$ cat src/rtl/serial_add_sub.sv
// rtl/serial_add_sub.sv - bit-serial adder/subtractor, one full-adder bit per clock
// Optional signed-overflow output enabled by defining SERIAL_ADD_SUB_OVF_EN.
module serial_add_sub #(
    parameter int WIDTH = 4
) (
    input  logic             clk,
    input  logic             rst,
    input  logic             start,
    input  logic [WIDTH-1:0] a,
    input  logic [WIDTH-1:0] b,
    input  logic             ctrl,
    output logic             busy,
    output logic             done,
    output logic [WIDTH-1:0] s,
    output logic             cout
`ifdef SERIAL_ADD_SUB_OVF_EN
    ,
    output logic             ovf
`endif
);

    localparam int CW = $clog2(WIDTH);

    typedef enum logic [1:0] {
        ST_IDLE,
        ST_RUN,
        ST_DONE
    } state_t;

    state_t           r_state;
    state_t           w_state_nxt;
    logic [WIDTH-1:0] r_a_sh;
    logic [WIDTH-1:0] r_b_sh;
    logic [WIDTH-1:0] r_s;
    logic             r_cout;
    logic             r_carry;
    logic [CW-1:0]    r_cnt;
    logic             w_bit;
    logic             w_carry_nxt;
    logic             w_last;
    logic             w_load;
    logic             w_run;

    assign w_run       = (r_state == ST_RUN);
    assign w_last      = w_run && (r_cnt == CW'(WIDTH - 1));
    assign w_bit       = r_a_sh[0] ^ r_b_sh[0] ^ r_carry;
    assign w_carry_nxt = (r_a_sh[0] & r_b_sh[0]) | (r_a_sh[0] & r_carry) | (r_b_sh[0] & r_carry);

    always_ff @(posedge clk or posedge rst) begin
        if (rst) begin
            r_state <= ST_IDLE;
        end else begin
            r_state <= w_state_nxt;
        end
    end

    always_comb begin
        w_state_nxt = r_state;
        w_load      = 1'b0;
        case (r_state)
            ST_IDLE: begin
                if (start) begin
                    w_load      = 1'b1;
                    w_state_nxt = ST_RUN;
                end
            end
            ST_RUN: begin
                if (w_last) begin
                    w_state_nxt = ST_DONE;
                end
            end
            ST_DONE: w_state_nxt = ST_IDLE;
            default: w_state_nxt = ST_IDLE;
        endcase
    end

    // Subtraction is A + ~B + 1: invert B at load and seed the carry with ctrl.
    always_ff @(posedge clk or posedge rst) begin
        if (rst) begin
            r_a_sh  <= '0;
            r_b_sh  <= '0;
            r_s     <= '0;
            r_cout  <= 1'b0;
            r_carry <= 1'b0;
            r_cnt   <= '0;
`ifdef SERIAL_ADD_SUB_OVF_EN
            ovf     <= 1'b0;
`endif
        end else if (w_load) begin
            r_a_sh  <= a;
            r_b_sh  <= b ^ {WIDTH{ctrl}};
            r_carry <= ctrl;
            r_cnt   <= '0;
        end else if (w_run) begin
            r_a_sh  <= r_a_sh >> 1;
            r_b_sh  <= r_b_sh >> 1;
            r_s     <= {w_bit, r_s[WIDTH-1:1]};
            r_carry <= w_carry_nxt;
            r_cnt   <= r_cnt + CW'(1);
            if (w_last) begin
                r_cout <= w_carry_nxt;
`ifdef SERIAL_ADD_SUB_OVF_EN
                // r_carry here is still the carry into the MSB.
                ovf    <= r_carry ^ w_carry_nxt;
`endif
            end
        end
    end

    assign busy = (r_state != ST_IDLE);
    assign done = (r_state == ST_DONE);
    assign s    = r_s;
    assign cout = r_cout;

endmodule
$ cat config.mk
export PLATFORM = sky130hd
export DESIGN_NAME = serial_add_sub
export DESIGN_NICKNAME = d
export VERILOG_FILES = /design/src/rtl/serial_add_sub.sv
export SDC_FILE = /design/constraint.sdc
export NUM_CORES = 1
export LEC_CHECK = 0
export BUFFER_PORTS_ARGS = -buffer_cell sky130_fd_sc_hd__buf_2
export CAP_MARGIN = 20
export CORE_MARGIN = 5
export CORE_UTILIZATION = 54
export DETAILED_ROUTE_END_ITERATION = 8
export PLACE_DENSITY_LB_ADDON = 0.3
export SYNTH_ARGS = -nofsm -noshare
export SYNTH_HDL_FRONTEND = slang
export SYNTH_SLANG_ARGS = --single-unit
$ cat constraint.sdc
create_clock -name clk -period 2.76 [get_ports clk]
set_input_delay 0.552 -clock clk [delete_from_list [all_inputs] [get_ports clk]]
set_output_delay 0.552 -clock clk [all_outputs]
set_load 0.02 [all_outputs]
==> summary.txt <==
Setup path
  • Critical Path AT: 1.20 ns
  • CP max stage delay: between 0.4 and 0.5 ns
  • R2r endpoint: cout
  • CP Cell Sequence: or2_2 -> buf_2
  • Critical path endpoint category: output pin
  • R2r setup slk: 1.16 ns
  • Worst reg2reg startpoint: r_state[0]
  • WP data required: 2.21 ns
  • Crit path max fanout: 7
  • Kind of critical path: reg -> out
  • Reg2Reg Depth: 3
  • CP Launch Type: register
  • Slowest stage cell, crit path: dfrtp_1

Synthesis
  • Post-synth top area cell: dfrtp_1
  • Register area share after synthesis: 55.13%
  • Yosys reg bits: 18
  • Syn nets: 96
  • Cells after synthesis: 82
  • EDFF count, synth: 0
  • Cell with the most instances after synthesis: nand2_1
  • Mapped cell area: a little over 800 um^2
  • Post-synth top cells: nand2_1, dfrtp_1, nor2_1
  • Warnings from Yosys: 0
  • Asr flop ratio synth: 100.0%
  • Synth area leaders: dfrtp_1, nand2_1, xnor2_1
  • Synth top area share: approximately 55%
  • Syn_area_per_cell: 9.964 um^2
  • Unique masters post-synth: 26
  • Most used DFF post-synth: dfrtp_1

Routing
  • Via density: approximately 5.4
  • DRC: 0
  • Drt wl/cell: 13.83 um
  • Final ANT Viol Nets: 0
  • 1st-iter DRT viols: 6
  • First-pass iteration count of the detailed router: 4
  • Final wirelength: between 1.5 and 2 mm
  • Vias: 624

Clocking
  • CTS tree: yes
  • Clock Tree Buf Depth: 2
  • Clock Latency Late Sink: ~0.3 ns
  • Clk slew on worst S/H paths: 0.10 ns
  • Root buffer cell: clkbuf_4
  • H-Tree Level Count: 1
  • Hold_buf cts: 0
  • Inserted Clock Buffers: 3
  • TritonCTS sink count: 18
  • # Post-CTS Setup Buffers: 0
  • Post-CTS sizing: 0

Timing
  • Fmax: roughly 570 MHz
  • Worst-Margin Slew: 0.6773 ns
  • Setup ws final: 1.010 ns
  • Final Slew Violations: 0
  • Final setup fails: 0
  • Minimum clock period after layout: about 1.7 ns
  • Worst clock skew: around 0.0024 ns
  • Period utilisation layout: 63.40%
  • Hold Violations, Final: 0
  • TNS Setup: 0 ns
  • Slew headroom: 54.80%
  • RSZ-0062 raised after global routing: false

Place
  • Area after DPL: 902.1 um^2
  • Port bufs: 18
  • DP Worst Slack: approximately 1.2 ns
  • DP Cell Count: 112
  • Placer's final routability congestion estimate: 0.7199
  • HPWL Detailed: 1.141 mm

Die
  • Die Ht: 48.90 um
  • Num rows: 14
  • Die X: between 40 and 50 um
  • Die area: between 2000 and 2500 um^2
  • Initial Utilization: 55.53%
  • Ports: 19
  • Core Region: 1471 um^2

GRT
  • Gr usage total: between 10% and 20%
  • Congestion Overflow GR: 0
  • Vias in the first global route: 625
  • Global-route wire length before repair: 2.891 mm
  • Largest net degree at the start of global routing: 19
  • Initial antenna violation count: 0

Layout
  • Filler cells: between 100 and 150
  • Area Overhead vs Synth: 14.85%
  • Finished Layout Cells: around 120
  • Sequential cell area: 450.4 um^2
  • Area taken by multi-input logic gates: 337.8 um^2
  • Inserted Diodes: 0
  • Share of cells above drive strength 1: 25.00%
  • Cell area after layout: between 900 and 1000 um^2
  • Nets: 115

Power
  • Total power per unit cell area: between 1000 and 1500 nW/um^2
  • Lkg Pwr: 0.0004879 uW
  • Worst vdd ir: 0.0005774 V

Flow run
  • Max Cap Viol: 0

Status
  • Status: complete, no violations

Hold path
  • HP Class: in -> async
[per-stage QoR]
stage	total power, uW	hold WS, ns	utilization, %
6_report	1073	0.3333	63.78
3_3_place_gp	894.4	0.4547	61.31
4_1_cts	1077	0.3670	63.78
2_1_floorplan	803.2	0.4468	-
3_5_place_dp	916.6	0.4612	61.31
5_1_grt	1180	0.4043	63.78
[layer usage]
layer / part of all wire, % / vias up / global-route usage (%)
li1: - / 308 / -
met1: 48 / 295 / 21.09
met2: 45 / 17 / 23.26
met3: 4.9 / 4 / 4.281
met4: 1.2 / 0 / 6.726
met5: 0 / - / 0
[area by class of cell]
| cell class | count | share of cell area (%) |
|---|---|---|
| inverters | 1 | 0.4000 |
| clock buffers | 4 | 3.867 |
| multi-input cells | 59 | 36.00 |
| well taps | 16 | 2.133 |
| repair buffers | 18 | 9.600 |
| flip-flops and latches | 18 | 48.00 |
[worst max-delay path, delay by kind of cell (launching register included)]
family / cells / cell delay (ns)
simple gates: 1 / 0.30
buf+inv: 1 / 0.16
flops: 1 / 0.44
[worst max-delay path by stage]
stage / to / start
finish: busy / r_state[1]
global placement: cout / r_state[0]
floorplan: r_b_sh[1] / ctrl
detailed placement: cout / r_state[0]
global route: busy / r_state[1]
CTS: busy / r_state[1]
[sequential cells by signal (all words and copies together), names as in the netlist]
register	cells
cout	1
r_a_sh	4
r_b_sh	4
r_carry	1
r_cnt	2
r_state	2
s	4
[layout by cell type, fill, tap and decap left out, types with 2 or more instances in the layout]
| master | count |
|---|---|
| a221o_1 | 2 |
| a22oi_1 | 3 |
| a31oi_1 | 2 |
| buf_2 | 18 |
| clkbuf_4 | 3 |
| dfrtp_1 | 18 |
| nand2_1 | 27 |
| nand3_1 | 3 |
| nor2_1 | 4 |
| o21ai_0 | 2 |
| xnor2_1 | 3 |
[cells by family after synthesis]
family,count (synthesis),share of synthesized area [%]
buffers and inverters,5,3.521
and+or+nand+nor,41,22.21
AOI/OAI and AO/OA,11,9.494
DFF,18,55.13
xor gates and xnor gates,4,4.289
adders and majority gates,2,3.981
muxes,1,1.378
[power breakdown]
| group | internal [uW] | switching, uW |
|---|---|---|
| sequential | 383 | 82.8 |
| combinational | 167 | 276 |
| clock | 80.5 | 83.1 |
| total | 631 | 442 |
(Power assumes the default switching activity.)
